## src/rtl/bscan_chain_ctl.sv

```systemverilog
// Boundary-scan chain controller: capture / shift / update sequencing of the
// pad-ring scan stitch, with a divided scan clock and registered outputs.
//
//   state   | meaning
//   --------+-------------------------------------------------------------
//   IDLE    | waiting for start, outputs quiet
//   CAPTURE | one scan clock pulse with shift low, pads sample their pins
//   SHIFT   | CHAIN_LEN scan clock pulses, vector out / captured vector in
//   UPDATE  | update strobe for DIV cycles, pads latch the shifted vector
//   DONE    | one-cycle completion pulse, captured data published
module bscan_chain_ctl #(
  parameter int CHAIN_LEN = 43,
  parameter int DIV       = 2
) (
  input  logic                 clk,
  input  logic                 reset_n,
  input  logic                 start,
  input  logic                 mode_in,
  input  logic [CHAIN_LEN-1:0] load_data,
  input  logic                 bscan_so,
  output logic                 bscan_si,
  output logic                 bscan_shift,
  output logic                 bscan_clock,
  output logic                 bscan_update,
  output logic                 bscan_mode,
  output logic                 busy,
  output logic                 done,
  output logic [CHAIN_LEN-1:0] cap_data
);

  localparam int DW = (DIV > 1) ? $clog2(DIV) : 1;
  localparam int CW = (CHAIN_LEN > 1) ? $clog2(CHAIN_LEN) : 1;
  localparam logic [DW-1:0] DIV_LAST = DW'(DIV - 1);
  localparam logic [CW-1:0] LAST_BIT = CW'(CHAIN_LEN - 1);

  typedef enum logic [2:0] {
    S_IDLE,
    S_CAPTURE,
    S_SHIFT,
    S_UPDATE,
    S_DONE
  } state_t;

  state_t               state, state_n;
  logic [DW-1:0]        div_cnt, div_n;
  logic                 hi, hi_n;
  logic [CW-1:0]        bit_cnt, bit_n;
  logic [CHAIN_LEN-1:0] load_sreg, load_n;
  logic [CHAIN_LEN-1:0] cap_sreg, capsr_n;
  logic [CHAIN_LEN-1:0] cap_n;
  logic                 si_n, shift_n, clock_n, update_n, mode_n, busy_n, done_n;
  logic                 phase_end;

  // The phase timer is a down-counter; zero marks the last cycle of a phase.
  assign phase_end = (div_cnt == '0);

  // State, timers, shift registers and all outputs are registered together.
  always_ff @(posedge clk or negedge reset_n) begin
    if (!reset_n) begin
      state        <= S_IDLE;
      div_cnt      <= '0;
      hi           <= 1'b0;
      bit_cnt      <= '0;
      load_sreg    <= '0;
      cap_sreg     <= '0;
      cap_data     <= '0;
      bscan_si     <= 1'b0;
      bscan_shift  <= 1'b0;
      bscan_clock  <= 1'b0;
      bscan_update <= 1'b0;
      bscan_mode   <= 1'b0;
      busy         <= 1'b0;
      done         <= 1'b0;
    end else begin
      state        <= state_n;
      div_cnt      <= div_n;
      hi           <= hi_n;
      bit_cnt      <= bit_n;
      load_sreg    <= load_n;
      cap_sreg     <= capsr_n;
      cap_data     <= cap_n;
      bscan_si     <= si_n;
      bscan_shift  <= shift_n;
      bscan_clock  <= clock_n;
      bscan_update <= update_n;
      bscan_mode   <= mode_n;
      busy         <= busy_n;
      done         <= done_n;
    end
  end

  // Next-state and next-output decode; outputs are computed one cycle ahead
  // so that the registered values line up with the state they belong to.
  always_comb begin
    state_n  = state;
    div_n    = div_cnt;
    hi_n     = hi;
    bit_n    = bit_cnt;
    load_n   = load_sreg;
    capsr_n  = cap_sreg;
    cap_n    = cap_data;
    si_n     = bscan_si;
    shift_n  = bscan_shift;
    clock_n  = bscan_clock;
    update_n = bscan_update;
    mode_n   = bscan_mode;
    busy_n   = busy;
    done_n   = 1'b0;

    case (state)
      S_IDLE: begin
        if (start) begin
          state_n = S_CAPTURE;
          load_n  = load_data;
          mode_n  = mode_in;
          busy_n  = 1'b1;
          div_n   = DIV_LAST;
          hi_n    = 1'b0;
          clock_n = 1'b0;
          shift_n = 1'b0;
        end
      end

      S_CAPTURE: begin
        if (!phase_end) begin
          div_n = div_cnt - 1'b1;
        end else if (!hi) begin
          hi_n    = 1'b1;
          clock_n = 1'b1;
          div_n   = DIV_LAST;
        end else begin
          // First shift bit goes out together with the falling clock.
          state_n = S_SHIFT;
          hi_n    = 1'b0;
          clock_n = 1'b0;
          shift_n = 1'b1;
          div_n   = DIV_LAST;
          bit_n   = '0;
          si_n    = load_sreg[CHAIN_LEN-1];
          load_n  = load_sreg << 1;
        end
      end

      S_SHIFT: begin
        if (!phase_end) begin
          div_n = div_cnt - 1'b1;
        end else if (!hi) begin
          // Sample the returning bit just before the scan clock rises.
          hi_n    = 1'b1;
          clock_n = 1'b1;
          div_n   = DIV_LAST;
          capsr_n = (cap_sreg << 1) | CHAIN_LEN'(bscan_so);
        end else if (bit_cnt == LAST_BIT) begin
          state_n  = S_UPDATE;
          hi_n     = 1'b0;
          clock_n  = 1'b0;
          shift_n  = 1'b0;
          update_n = 1'b1;
          si_n     = 1'b0;
          div_n    = DIV_LAST;
        end else begin
          bit_n   = bit_cnt + 1'b1;
          hi_n    = 1'b0;
          clock_n = 1'b0;
          div_n   = DIV_LAST;
          si_n    = load_sreg[CHAIN_LEN-1];
          load_n  = load_sreg << 1;
        end
      end

      S_UPDATE: begin
        if (!phase_end) begin
          div_n = div_cnt - 1'b1;
        end else begin
          state_n  = S_DONE;
          update_n = 1'b0;
          busy_n   = 1'b0;
          done_n   = 1'b1;
          cap_n    = cap_sreg;
        end
      end

      S_DONE: begin
        state_n = S_IDLE;
      end

      default: begin
        state_n = S_IDLE;
      end
    endcase
  end

endmodule

```

## config.mk

```make
export PLATFORM = sky130hd
export DESIGN_NAME = bscan_chain_ctl
export DESIGN_NICKNAME = d
export VERILOG_FILES = /design/src/rtl/bscan_chain_ctl.sv
export SDC_FILE = /design/constraint.sdc
export NUM_CORES = 1
export LEC_CHECK = 0
export ABC_AREA = 1
export BUFFER_PORTS_ARGS = -buffer_cell sky130_fd_sc_hd__buf_2
export CAP_MARGIN = 40
export CORE_MARGIN = 1
export CORE_UTILIZATION = 51
export CTS_CLUSTER_DIAMETER = 60
export DETAILED_ROUTE_END_ITERATION = 16
export PLACE_DENSITY = 0.75
export SKIP_LAST_GASP = 1
export SLEW_MARGIN = 0
export SYNTH_ARGS = -nofsm -noshare
export SYNTH_HDL_FRONTEND = slang
export SYNTH_SLANG_ARGS = --single-unit
```

## constraint.sdc

```tcl
create_clock -name clk -period 1.6 [get_ports clk]
set_input_delay 0.32 -clock clk [delete_from_list [all_inputs] [get_ports clk]]
set_output_delay 0.32 -clock clk [all_outputs]
set_load 0.01 [all_outputs]
```

After elaboration in Yosys (flattened, before gate mapping)
Cells that the tools add are included.
{"block": "word_totals", "reg_bits": 146, "inputBits": 48, "elab_cells": 100}
{"block": "classes", "n_addsub": 2, "eq_ne": 13, "n_mux": 49, "bitwise": 3, "n_reduce_logical": 20}
{"operator": "two-way mux 43 bit", "count": 6}
{"operator": "one-hot mux 43 bit (3 select lines)", "count": 1}
{"operator": "OR 43 x 1 -> 43 bit", "count": 1}
{"operator": "two-way mux 6 bit", "count": 5}
{"operator": "two-way mux 1 bit", "count": 22}
{"operator": "two-way mux 3 bit", "count": 7}
{"operator": "AND reduction 7 bit", "count": 3}
{"operator": "!= test 2 bit, second input constant", "count": 9}
{"operator": "one-hot mux 3 bit (4 select lines)", "count": 1}
{"operator": "one-hot mux 6 bit (2 select lines)", "count": 1}
{"operator": "AND reduction 5 bit", "count": 2}
{"operator": "AND reduction 3 bit", "count": 3}
{"operator": "one-hot mux 1 bit (2 select lines)", "count": 4}
{"operator": "nonzero test 2 bit", "count": 4}
{"operator": "adder 6 x 1 -> 6 bit, second input constant", "count": 1}
{"operator": "== test 3 x 2 -> 1 bit, second input constant", "count": 2}
{"operator": "== test 6 bit, second input constant", "count": 1}
{"operator": "one-hot mux 1 bit (3 select lines)", "count": 2}
{"operator": "AND reduction 2 bit", "count": 3}
{"operator": "AND reduction 6 bit", "count": 1}
{"operator": "nonzero test 3 bit", "count": 2}
{"operator": "== test 3 x 1 -> 1 bit, second input constant", "count": 1}
{"operator": "zero test 3 bit", "count": 1}
{"operator": "inverter 1 bit", "count": 2}
{"operator": "other kinds (2)", "count": 2}

Depth between registers and ports, before layout
{"block": "logic_depth", "ltp_word": 5, "depth_mapped": 10, "mapped_depth_nobuf": 10}

Worst setup path before layout
Ideal clock, no wire load.
{"block": "synth_timing", "path_kind": "register to register", "from": "register state[0]", "to": "register cap_sreg[13]", "setup_ps": 130, "arrival_ps": 1321, "required_time_ps": 1470, "path_slack_ps": 149, "path_stages_with_launch": 10, "path_buffers": 3, "cell_sequence": "dfrtp_1 > buf_4 > nor2_4 > nand2_4 > inv_2 > nand3_2 > buf_4 > buf_2 > nand2_1 > o21ai_1"}
{"block": "synth_between", "elab_chain_cells": 2}
{"element": "start: declaration", "line_no": "44", "source": "state_t state, state_n;"}
{"element": "start signal: assignment", "line_no": "75", "source": "state <= state_n;"}
{"element": "== test 3 x 2 -> 1 bit", "line_no": "110", "source": "case (state)"}
{"element": "AND reduction 3 bit (no source line)"}
{"element": "end signal: assignment", "line_no": "80", "source": "cap_sreg <= capsr_n;"}
{"element": "end: declaration", "line_no": "49", "source": "logic [CHAIN_LEN-1:0] cap_sreg, capsr_n;"}
No other way between the ends.
A chain may end at the register's enable or synchronous reset.

Worst setup path after layout
{"block": "layout_timing", "from": "register state[2]", "to": "register load_sreg[40]"}
{"block": "layout_between", "elab_chain_cells": 3}
{"element": "== test 3 x 2 -> 1 bit (tied with other cells)", "line_no": "110"}
{"element": "!= test 2 bit (no source line) or nonzero test 3 bit (tied branches)"}
{"element": "AND reduction 7 bit (no source line)"}
{"element": "end signal: assignment", "line_no": "79", "source": "load_sreg <= load_n;"}
{"element": "end: declaration", "line_no": "48", "source": "logic [CHAIN_LEN-1:0] load_sreg, load_n;"}
Parallel ways exist; a longest one is shown, timed or not.

==> key figures <==
Worst hold path
  • Hold_sp: mode_in
  • Hold depth: 3
  • Worst hold endpoint: bscan_mode$_DFFE_PN0P_
  • Hold Crit Class: input port to flip-flop

STA
  • Endpoints failing hold: 0
  • Slew @ Worst Pin: 0.356 ns
  • Slew HR: 76.3%
  • RSZ-0062 raised after global routing: yes
  • Final WS setup: 0.0571 ns
  • Max Freq: 648 MHz
  • Final number of setup-violating endpoints: 0
  • Final Critical Period: 1.54 ns
  • Setup TNS: 0 ns
  • Final Cycle Share: 96.4%
  • Worst Clk Skew: 0.00855 ns
  • Pins Over Slew Limit: 0
  • Min Hold Slack: 0.104 ns

Global route
  • Busiest grt layer: met2
  • Initial antenna violation count: 0
  • Tot GR Track Use: 22.6%
  • Number of global-route vias before repair: 4862
  • Largest net degree at the start of global routing: 86
  • Met1 Usage GRT: 30.3%
  • GR Overflow Total: 0
  • Met2 Usage GRT: 35.0%
  • First-pass GRT wire length: 23100 µm
  • Met3 Use GR: 5.65%

Yosys
  • Mapped Area: 6570 µm²
  • Seq/Total Area, Yosys: 55.6%
  • Post-synth top flop: dfrtp_1
  • Syn nets: 837
  • Syn. warnings: 0
  • Async SR Flop Fraction: 100%
  • Syn avg cell area: 8.35 µm²
  • Post-synthesis register bit count: 146
  • Cells after Synth: 787
  • Synth unique cells: 27
  • EDFF count, synth: 0

Placed design
  • Count of input and output buffers: 97
  • GP Congestion: 0.779
  • Dpl ws: -0.117 ns
  • Hpwl dp: 8510 µm
  • Area after DPL: 7280 µm²

Route
  • Violation count after the first detailed-route iteration: 442
  • DR vias/cell: 5.02
  • Per-cell routed wire length: 13.6 µm
  • Detail Route Antenna Nets: 0
  • Drt total wl: 14800 µm
  • DRC: 0
  • Vias: 5442
  • Drt pass-1 iters: 5

Floorplanning
  • Die W: 116 µm
  • Initial core utilization: 52.3%
  • Row Count: 41
  • Die height: 116 µm
  • I/O Pins: 98
  • Core area: 12600 µm²
  • Die Area: 13300 µm²

CTS
  • Max clock buf depth: 2
  • Reg clk slew, reported paths: 0.06 ns
  • CTS Root Cell: clkbuf_16
  • CTS buffer count: 17
  • Clock Latency Late Sink: 0.42 ns
  • Clock sinks: 146
  • CTS tree: yes
  • CTS H-Tree Depth: 4

Cells and area
  • Commonest non-fill, non-tap cell in the layout: nand2_1
  • Layout Utilization: 64.8%
  • Fin area: 8140 µm²
  • Final #Nets: 950
  • FILL cells: 1041
  • Most frequent cells in the layout: 293 x nand2_1, 143 x dfrtp_1, 96 x buf_2
  • Ratio of cells with drive above 1 in the final layout: 21.9%
  • ANT cells: 0
  • P&R area growth vs syn: 23.9%

Critical path
  • Critical Path RT: 1.96 ns
  • Setup crit start kind: flip-flop
  • CP max stage delay: 0.45 ns
  • CP bufs+invs: 1
  • Crit Path Max Fanout: 22
  • Worst flop-to-flop path startpoint: state[2]$_DFFE_PN0P_
  • Worst reg2reg setup slack: 0.06 ns
  • Most common cell on crit path: nand2_4
  • CP Cell Sequence: nor2_4 > nand2_4 > nand2_4 > nand2_4 > nand3_4 > buf_12 > nand2_1 > nand2_1
  • Critical path endpoint category: flip-flop
  • R2r endpoint: load_sreg[40]$_DFFE_PN0P_
  • Delay-heaviest family, CP: simple AND/OR/NAND/NOR gates
  • Worst r2r path cells: 8
  • Arrival @ worst endpoint: 1.90 ns
  • Worst path slowest cell: dfrtp_2
  • Crit Path Category: flip-flop to flip-flop

Flow run
  • Max Cap Violations: 0

Outcome
  • Outcome: finished, final reports clean

Pwr
  • Pwr Density: 1920 nW/µm²
  • Max VDD drop: 0.00109 V
  • Lkg Pwr: 0.00422 µW
==> metrics by stage <==
stage,total power [µW],std cells
2_1_floorplan,9360,787
3_3_place_gp,10600,1034
3_5_place_dp,10700,1034
4_1_cts,15100,1078
5_1_grt,16700,1084
6_report,15600,1084
==> synth_stat cells (2+ instances only) <==
cell	n	area, µm²
inv_1	63	236
inv_2	4	15.0
nand2_2	2	12.5
nand3_2	2	20.0
nand2_4	3	33.8
buf_4	11	82.6
nand4_1	3	18.8
nor2_1	13	48.8
nand3_1	97	485
nor2_4	2	22.5
nor2_2	4	25.0
nor2_8	2	40.0
buf_6	8	90.1
a21oi_1	5	25.0
o21ai_0	37	185
buf_2	18	90.1
ha_1	2	25.0
nand2_1	293	1100
dfrtp_1	146	3650
o21ai_1	57	285
clkbuf_1	8	30.0
buf_1	2	7.51
==> power breakdown <==
group          switching [µW]  internal [µW]
Combinational            4240           2560
Clock                    1470           2380
Sequential                451           4490
Total                    6160           9440
==> metal layers <==
layer  wire length (µm)  up-vias
met5                  0        -
met4                283        0
met3                835       19
met2               6880      155
met1               6750     2547
li1                   -     2721
==> repair_timing <==
item | in CTS | in global routing
endpoints found under the setup margin | 50 | 74
pin swaps | 5 | 3
gates resized for setup | 7 | 12
hold endpoints to repair | 34 | 0
hold buffers | 1 | 0
gates cloned | 3 | 3
buffers inserted | 9 | 3
==> worst max-delay path by stage <==
stage	startpoint	to	slack [ns]	cells past startpoint
after detailed placement	bit_cnt[0]$_DFFE_PN0P_	load_sreg[42]$_DFFE_PN0P_	-0.12	9
after CTS	state[2]$_DFFE_PN0P_	load_sreg[19]$_DFFE_PN0P_	0.002	8
final	state[2]$_DFFE_PN0P_	load_sreg[40]$_DFFE_PN0P_	0.06	8
after floorplan	state[0]$_DFFE_PN0P_	cap_sreg[13]$_DFFE_PN0P_	0.15	9
after global placement	bit_cnt[0]$_DFFE_PN0P_	load_sreg[19]$_DFFE_PN0P_	-0.07	9
after global routing	state[2]$_DFFE_PN0P_	load_sreg[40]$_DFFE_PN0P_	-0.03	8
==> sequential cells by signal (all words and copies together) (netlist names) <==
| signal | flops |
|---|---|
| cap_data | 43 |
| cap_sreg | 43 |
| load_sreg | 43 |
| bit_cnt | 6 |
| state | 3 |
| bscan_mode | 1 |
| bscan_shift | 1 |
| bscan_si | 1 |
| bscan_update | 1 |
| busy | 1 |
| div_cnt | 1 |
| done | 1 |
| hi | 1 |
==> tightest hold or removal path: stages <==
cell and delay, ns:
buf_2 0.08, nand2_1 0.04, nand2_1 0.05
==> kinds of logic after synthesis <==
group / Yosys count / share of synthesized area [%]
fa+ha+maj: 2 / 0.381
flops: 146 / 55.6
buf+inv: 114 / 8.40
xor+xnor: 2 / 0.267
compound gates: 100 / 7.66
simple gates: 423 / 27.7
==> cell type report <==
cell class,count,area [µm²],area share [%]
flip-flops and latches,146,3660,44.9
multi-input cells,530,2460,30.2
well taps,172,215,2.64
inverters,67,251,3.09
clock buffers,24,512,6.29
clock inverters,7,73.8,0.907
repair buffers,138,973,12.0
Power figures use the tool's default switching activity.
